### src/rtl/dmem_pkg.sv
// Shared definitions for the data-memory arbiter: access sizes, arbiter state
// and the size/alignment legality rule applied to every granted access.
package dmem_pkg;

    localparam int NUM_PORTS = 2;

    localparam logic [2:0] SZ_B  = 3'b000;
    localparam logic [2:0] SZ_H  = 3'b001;
    localparam logic [2:0] SZ_W  = 3'b010;
    localparam logic [2:0] SZ_BU = 3'b100;
    localparam logic [2:0] SZ_HU = 3'b101;

    typedef enum logic {
        IDLE   = 1'b0,
        LOCKED = 1'b1
    } arb_state_t;

    // Unsigned sizes only make sense for loads; H needs even, W needs 4-byte alignment.
    function automatic logic access_legal(input logic is_store, input logic [2:0] sz,
                                          input logic [1:0] lo);
        logic ok;
        ok = 1'b0;
        case (sz)
            SZ_B:    ok = 1'b1;
            SZ_BU:   ok = !is_store;
            SZ_H:    ok = !lo[0];
            SZ_HU:   ok = !is_store && !lo[0];
            SZ_W:    ok = (lo == 2'b00);
            default: ok = 1'b0;
        endcase
        return ok;
    endfunction

endpackage

### src/rtl/dmem_arbiter_rr_pick2.sv
// Two-way winner select: round-robin tie break while idle, owner-only while locked.
module rr_pick2
    import dmem_pkg::*;
(
    input  logic [NUM_PORTS-1:0] req,
    input  logic                 rr_ptr,
    input  arb_state_t           state,
    input  logic                 owner,
    output logic [NUM_PORTS-1:0] gnt
);

    always_comb begin
        gnt = '0;
        if (state == LOCKED) begin
            if (req[owner]) begin
                gnt[owner] = 1'b1;
            end
        end else begin
            case (req)
                2'b01:   gnt = 2'b01;
                2'b10:   gnt = 2'b10;
                2'b11:   gnt = rr_ptr ? 2'b10 : 2'b01;
                default: gnt = 2'b00;
            endcase
        end
    end

endmodule

### src/rtl/dmem_arbiter.sv
// Two-port data-memory arbiter with round-robin, bounded lock for atomic
// sequences, legality checking and a registered one-cycle response.
module dmem_arbiter
    import dmem_pkg::*;
#(
    parameter int LOCK_MAX = 16,
    parameter int ADDR_W   = 32
) (
    input  logic                              clk,
    input  logic                              reset,
    input  logic [NUM_PORTS-1:0]              req,
    input  logic [NUM_PORTS-1:0]              lock,
    input  logic [NUM_PORTS-1:0]              we,
    input  logic [NUM_PORTS-1:0][ADDR_W-1:0]  addr,
    input  logic [NUM_PORTS-1:0][31:0]        wData,
    input  logic [NUM_PORTS-1:0][2:0]         size,
    output logic [NUM_PORTS-1:0]              gnt,
    output logic [NUM_PORTS-1:0]              rValid,
    output logic [31:0]                       rData,
    output logic [NUM_PORTS-1:0]              err,
    output logic                              lockTimeout,
    output logic [ADDR_W-1:0]                 memAddr,
    output logic [31:0]                       memWData,
    output logic [2:0]                        memSize,
    output logic                              memWEn,
    input  logic [31:0]                       memRData,
    output arb_state_t                        dbg_state
);

    localparam int CW = (LOCK_MAX > 1) ? $clog2(LOCK_MAX) : 1;
    localparam logic [CW-1:0] CNT_LAST = CW'(LOCK_MAX - 1);

    // Handshake: a port holds req and its fields until gnt; gnt means the
    // access is taken this cycle and rValid answers exactly one cycle later.
    arb_state_t           state, state_n;
    logic                 owner, owner_n;
    logic                 rr_ptr, rr_ptr_n;
    logic [CW-1:0]        lock_cnt, lock_cnt_n;
    logic                 timeout_n;
    logic [NUM_PORTS-1:0] pick_gnt;
    logic                 win;
    logic                 granted;
    logic                 legal;

    rr_pick2 u_pick (
        .req    (req),
        .rr_ptr (rr_ptr),
        .state  (state),
        .owner  (owner),
        .gnt    (pick_gnt)
    );

    assign gnt       = pick_gnt & {NUM_PORTS{~reset}};
    assign win       = gnt[1];
    assign granted   = |gnt;
    assign legal     = access_legal(we[win], size[win], addr[win][1:0]);
    assign dbg_state = state;

    always_ff @(posedge clk) begin
        if (reset) begin
            state       <= IDLE;
            owner       <= 1'b0;
            rr_ptr      <= 1'b0;
            lock_cnt    <= '0;
            lockTimeout <= 1'b0;
        end else begin
            state       <= state_n;
            owner       <= owner_n;
            rr_ptr      <= rr_ptr_n;
            lock_cnt    <= lock_cnt_n;
            lockTimeout <= timeout_n;
        end
    end

    always_comb begin
        state_n    = state;
        owner_n    = owner;
        rr_ptr_n   = rr_ptr;
        lock_cnt_n = lock_cnt;
        timeout_n  = 1'b0;
        case (state)
            IDLE: begin
                if (granted) begin
                    rr_ptr_n = ~win;
                    if (lock[win]) begin
                        state_n    = LOCKED;
                        owner_n    = win;
                        lock_cnt_n = '0;
                    end
                end
            end
            LOCKED: begin
                lock_cnt_n = lock_cnt + 1'b1;
                // A normal release takes priority over a simultaneous timeout.
                if (gnt[owner] && !lock[owner]) begin
                    state_n    = IDLE;
                    rr_ptr_n   = ~owner;
                    lock_cnt_n = '0;
                end else if (lock_cnt == CNT_LAST) begin
                    state_n    = IDLE;
                    rr_ptr_n   = ~owner;
                    lock_cnt_n = '0;
                    timeout_n  = 1'b1;
                end
            end
            default: begin
                state_n    = IDLE;
                lock_cnt_n = '0;
            end
        endcase
    end

    always_comb begin
        memAddr  = '0;
        memWData = '0;
        memSize  = SZ_W;
        memWEn   = 1'b0;
        if (granted) begin
            memAddr  = addr[win];
            memWData = wData[win];
            memSize  = size[win];
            memWEn   = we[win] & legal;
        end
    end

    always_ff @(posedge clk) begin
        if (reset) begin
            rValid <= '0;
            err    <= '0;
            rData  <= '0;
        end else begin
            rValid <= gnt;
            err    <= (granted && !legal) ? gnt : '0;
            if (granted) begin
                if (!legal) begin
                    rData <= '0;
                end else if (!we[win]) begin
                    rData <= memRData;
                end
            end
        end
    end

endmodule

### config.mk
export PLATFORM = sky130hd
export DESIGN_NAME = dmem_arbiter
export DESIGN_NICKNAME = d
export VERILOG_FILES = /design/src/rtl/dmem_pkg.sv /design/src/rtl/dmem_arbiter_rr_pick2.sv /design/src/rtl/dmem_arbiter.sv
export SDC_FILE = /design/constraint.sdc
export NUM_CORES = 1
export LEC_CHECK = 0
export CAP_MARGIN = 10
export CORE_AREA = 5 5 107 109
export CTS_BUF_LIST = sky130_fd_sc_hd__clkbuf_8
export DETAILED_ROUTE_END_ITERATION = 10
export DIE_AREA = 0 0 112 114
export PLACE_DENSITY = 0.84
export SYNTH_ARGS = -nofsm -noshare
export SYNTH_HDL_FRONTEND = slang
export SYNTH_SLANG_ARGS = --single-unit
### constraint.sdc
create_clock -name clk -period 1.91 [get_ports clk]
set_clock_uncertainty 0.2 [all_clocks]
set_input_delay 0.2865 -clock clk [delete_from_list [all_inputs] [get_ports clk]]
set_output_delay 0.2865 -clock clk [all_outputs]
set_load 0.02 [all_outputs]
Word-level counts from Yosys, hierarchy flattened
Cells that the tools add are included.
- word-level logic and storage cells: 92
- flip-flop bits (word level): 44
- input port bits: 174
- bitwise logic cells: 7
- magnitude comparators: 3
- add/subtract/negate cells: 1
- multiplexer cells: 44
- equality and inequality tests: 12
- reduce and logical (&&, ||, !) cells: 17
- operators with widths (operator ; number):
    $mux 32 ; 8
    $mux 1 ; 20
    $mux 4 ; 4
    $mux 3 ; 3
    $pmux 4 s2 ; 1
    $eq 3x3->1 const B ; 2
    $mux 2 ; 3
    $ne 2x2->1 const B ; 3
    $pmux 2 s3 ; 1
    $reduce_and 2->1 ; 3
    $not 1->1 ; 5
    $pmux 1 s5 ; 1
    $add 4x1->4 const B ; 1
    $eq 2x2->1 const B ; 2
    $eq 4x4->1 const B ; 1
    $logic_and 1x1->1 ; 4
    $logic_not 1->1 ; 4
    $lt 1x2->1 const B ; 2
    $pmux 1 s2 ; 2
    $reduce_or 2->1 ; 2
    $eq 3x1->1 const B ; 1
    $eq 3x2->1 const B ; 1
    $logic_not 3->1 ; 1
    $ne 3x1->1 const B ; 1
    8 further kinds ; 8

Depth between registers and ports, before layout
- word-level depth: 16
- mapped depth: 7

Hierarchy
A second synthesis with hierarchy kept.
- cell total of the unflattened synthesis: 345
- area, all modules: 2994.1 um2
- by module, submodules not included (module ; times used ; cells an instance ; area an instance (um2)):
    dmem_arbiter ; 1 ; 338 ; 2956.6
    rr_pick2 ; 1 ; 7 ; 37.5

Least setup slack after synthesis
Ideal clock, no wire load.
- kind: register to output
- start: register state, in the netlist dbg_state
- end: output port memWEn
- stages on the path, launching flop included: 8
- required time: 1424 ps
- arrival: 1975 ps
- setup slack: -552 ps
- path buffers: 2
- cells stage by stage: dfxtp_1 nor3b_2 or3_1 buf_6 inv_2 buf_2 a22oi_1 nor3_1
- cells in the longest elaborated chain, start to end: 9
- elaborated cells between the ends (all ways): 21
- RTL lines (what ; RTL line ; RTL):
    start: declaration ; dmem_arbiter.sv:35 ; arb_state_t state, state_n;
    start signal: assignment ; dmem_arbiter.sv:67 ; state <= state_n;
    $mux 2 * ; dmem_arbiter_rr_pick2.sv:14 ; if (state == LOCKED) begin
    $and 2x2->2 * ; dmem_arbiter.sv:53 ; assign gnt = pick_gnt & {NUM_PORTS{~reset}};
    parallel branches: the longest is 6 deep, another holds $pmux 1 s5 ; -- ;
    $mux 1 * ; dmem_arbiter.sv:118 ; if (granted) begin
    end: declaration ; dmem_arbiter.sv:25 ; output logic memWEn,
Mark *: on every way between the ends. The select of a mux whose other input is x is not followed.

Final worst setup path
- start: register state, in the netlist dbg_state
- end: output port memWData[22]
- cells in the longest elaborated chain, start to end: 5
- elaborated cells between the ends (all ways): 6
- RTL lines (what ; RTL line ; RTL):
    $mux 2 * ; dmem_arbiter_rr_pick2.sv:14 ;
    $and 2x2->2 * ; dmem_arbiter.sv:53 ;
    $mux 32 (implied by the code) (2 in a row) ; dmem_arbiter.sv:120 ; memWData = wData[win];
    $mux 32 * ; dmem_arbiter.sv:118 ;
    end: declaration ; dmem_arbiter.sv:23 ; output logic [31:0] memWData,
Every way passes the cells marked *; elsewhere a longest branch is shown, timed or not. The select of a mux whose other input is x is not followed.

==> flow_summary.ini <==
[placed_design]
hpwl_mm = 11.0
io_buffers = 281
place.gp.congestion = 0.927
pre_cts_ws_ns = -1.05

[pwr]
ir_drop_v = 0.000277
power_density_nw_per_um2 = 494
p_leak_nw = 2.92

[global_route]
grt_pass1_wl_mm = 21.3
antenna_found_initial = 0
grt_usage_pct = 21.0
grt_overflow = 0
grt_max_degree = 20
grt_pass1_vias = 3919

[detailed_routing]
ant_nets = 0
routedWlPerCell_um = 19.6
via_count = 3588
via_per_inst = 4.92
drcViolationCount = 0
wl_mm = 14.3
drt_first_pass_iters = 4
drtIter0Drc = 131

[layout]
multi_input_area_um2 = 1730
ff_latch_area_um2 = 886
n_antenna_cell = 0
drive_above_1_share_pct = 39.8
nNetsFinal = 765
area_growth_syn_to_layout_pct = 184
fin_util_pct = 64.8
num-fill-cells = 792

[clock_tree]
clock_sinks = 44
clk_pin_slew_ns = 0.08
clk_latency_ns = 0.29
clock_path_buffers = 2
cts_buffers = 5
hold_buffers = 0
cts_max_level = 2
cts_tree = built
clockRootBuffer = clkbuf_8

[critical_path]
setup.worst_path.end_class = output pin
cp-start-kind = flop
path_class = flop to output pin
cp.arrival_ns = 1.84
crit_required_ns = 1.42
critical_path_peak_fanout = 8
reg2reg_slack_ns = -0.27

[sta]
finalSetupTns_ns = -31.76
setup_ws_ns = -0.415
fmax_mhz = 430
period_share_pct = 122
relSlewSlack_pct = 69.7
hold-worst-slack_ns = 0.277
finalCriticalPeriod_ns = 2.32
slew_violations = 0
tightest_slew_ns = 0.455
setup_viol = 102
grt_setup_unrepaired = yes
hold_violations = 0

[synth]
syn-cell-area_um2 = 2390
yosysWarnings = 0
yosysTopAreaCellShare_pct = 36.8
ys_types = 38
yosysTopAreaCell = dfxtp_1
synth_nets = 417
avgSynthCellArea_um2 = 9.90
synth_area_leaders = dfxtp_1 (37%), a22o_1 (25%), a22o_2 (13%), buf_6 (1.9%), buf_2 (1.7%)
ys.flop_type = dfxtp_1
synth-edff-count = 0
ys_seq_elements = 44
synthCells = 242
yosysSeqAreaShare_pct = 36.8
synthArstFlopShare_pct = 0

[floorplan]
core.rowCount = 38
start_util_pct = 22.8
fp.dieW_um = 112
fp.coreArea_um2 = 10500
pin_count = 282
die-height_um = 114
dieArea_um2 = 12800

[status]
status = complete, but fails checks
failed_checks = setup timing

[worst_hold_path]
hp-class = flop to flop

[flow_run]
cap_violations = 0
==> Yosys cell counts (all sizes together), types with 2 or more instances <==
| cell type | number |
|---|---|
| a31oi | 2 |
| nand4 | 2 |
| nor4 | 3 |
| nor3 | 5 |
| buf | 12 |
| o21ai | 8 |
| nor2 | 3 |
| a22o | 98 |
| clkbuf | 10 |
| nand3 | 7 |
| inv | 9 |
| a221oi | 2 |
| nand3b | 4 |
| a22oi | 3 |
| o31ai | 2 |
| nand4b | 2 |
| nor3b | 2 |
| nor2b | 2 |
| a21oi | 5 |
| dfxtp | 44 |
| nand2 | 4 |
==> cells by family (layout without fill, tap and decap cells) <==
family	Yosys count	in the layout	synth area share, %
AOI/OAI and AO/OA	125	125	45.6
adders and majority gates	1	1	0.522
buffers and inverters	31	379	6.53
DFF	44	44	36.8
muxes	1	1	0.418
and+or+nand+nor	40	40	10.1
==> power breakdown <==
part / internal, W / switching [W] / total (W)
registers: 0.000964 / 0.0000305 / 0.000994
clock network: 0.000322 / 0.000297 / 0.000619
logic: 0.00105 / 0.000697 / 0.00175
total: 0.00234 / 0.00102 / 0.00336
==> metal layers <==
metal  vias to the layer above  GRT usage [%]  share of wire (%)  wire, um
met5                         -              0                  0         0
met4                         0           5.69                2.4       346
met3                        27           5.89                7.6      1090
met2                       177           41.8                 56      8020
met1                      1695           21.2                 34      4830
li1                       1689              -                  -         -
==> final timing paths <==
path                  end  startpoint  depth (start not counted)
max          memWData[22]   dbg_state                          7
min             rData[19]   rData[19]                          1
max reg2reg     rData[12]   dbg_state                          8
min reg2reg     rData[19]   rData[19]                          1
==> critical path, stage by stage (launching register included) <==
cell,delay [ns]
dfxtp_4,0.37
nor3b_4,0.20
or3_4,0.24
clkinv_8,0.10
buf_12,0.15
buf_12,0.12
a22o_1,0.24
buf_6,0.13
==> state kept, by name, summed over array words and instances, names as in the netlist <==
register,count
dbg_state,1
err,2
lockTimeout,1
lock_cnt,4
owner,1
rData,32
rValid,2
rr_ptr,1
==> through the flow <==
| stage | total power (W) | instances | area [um^2] |
|---|---|---|---|
| 2_1_floorplan | 0.00161 | 242 | 2650 |
| 4_1_cts | 0.00335 | 727 | 6670 |
| 5_1_grt | 0.00351 | 730 | 6810 |
| 3_3_place_gp | 0.00247 | 690 | 5950 |
| 3_5_place_dp | 0.00250 | 690 | 5950 |
| 6_report | 0.00336 | 730 | 6810 |
==> what timing repair did <==
| item | 4_1_cts | 5_1_grt |
|---|---|---|
| hold endpoints to repair | 0 | 0 |
| buffers inserted | 22 | 6 |
| endpoints found under the setup margin | 103 | 110 |
| resized for setup | 435 | 25 |
| gates cloned | 8 | 1 |
| pin swaps | 25 | 32 |
==> layout by cell type (no fill, tap or decap), drive strengths merged, types with 2 or more instances in the layout <==
master / instances
clkdlybuf4s50: 207
a22o: 98
nand4: 2
nand4b: 2
nor3: 5
nor2b: 2
buf: 150
a22oi: 3
a221oi: 2
nand3b: 4
o31ai: 2
nor3b: 2
nand2: 4
inv: 9
a31oi: 2
o21ai: 8
nor2: 3
dfxtp: 44
clkbuf: 8
a21oi: 5
nand3: 7
nor4: 3
dlygate4sd2: 3
==> cell type report <==
cell class | instances | share of cell area, %
Sequential cell | 44 | 13.0
Timing Repair Buffer | 362 | 56.7
Inverter | 9 | 0.753
Tap cell | 140 | 2.57
Timing Repair inverter | 1 | 0.129
Clock buffer | 7 | 1.41
Multi-Input combinational cell | 167 | 25.5
Power figures use the tool's default switching activity.
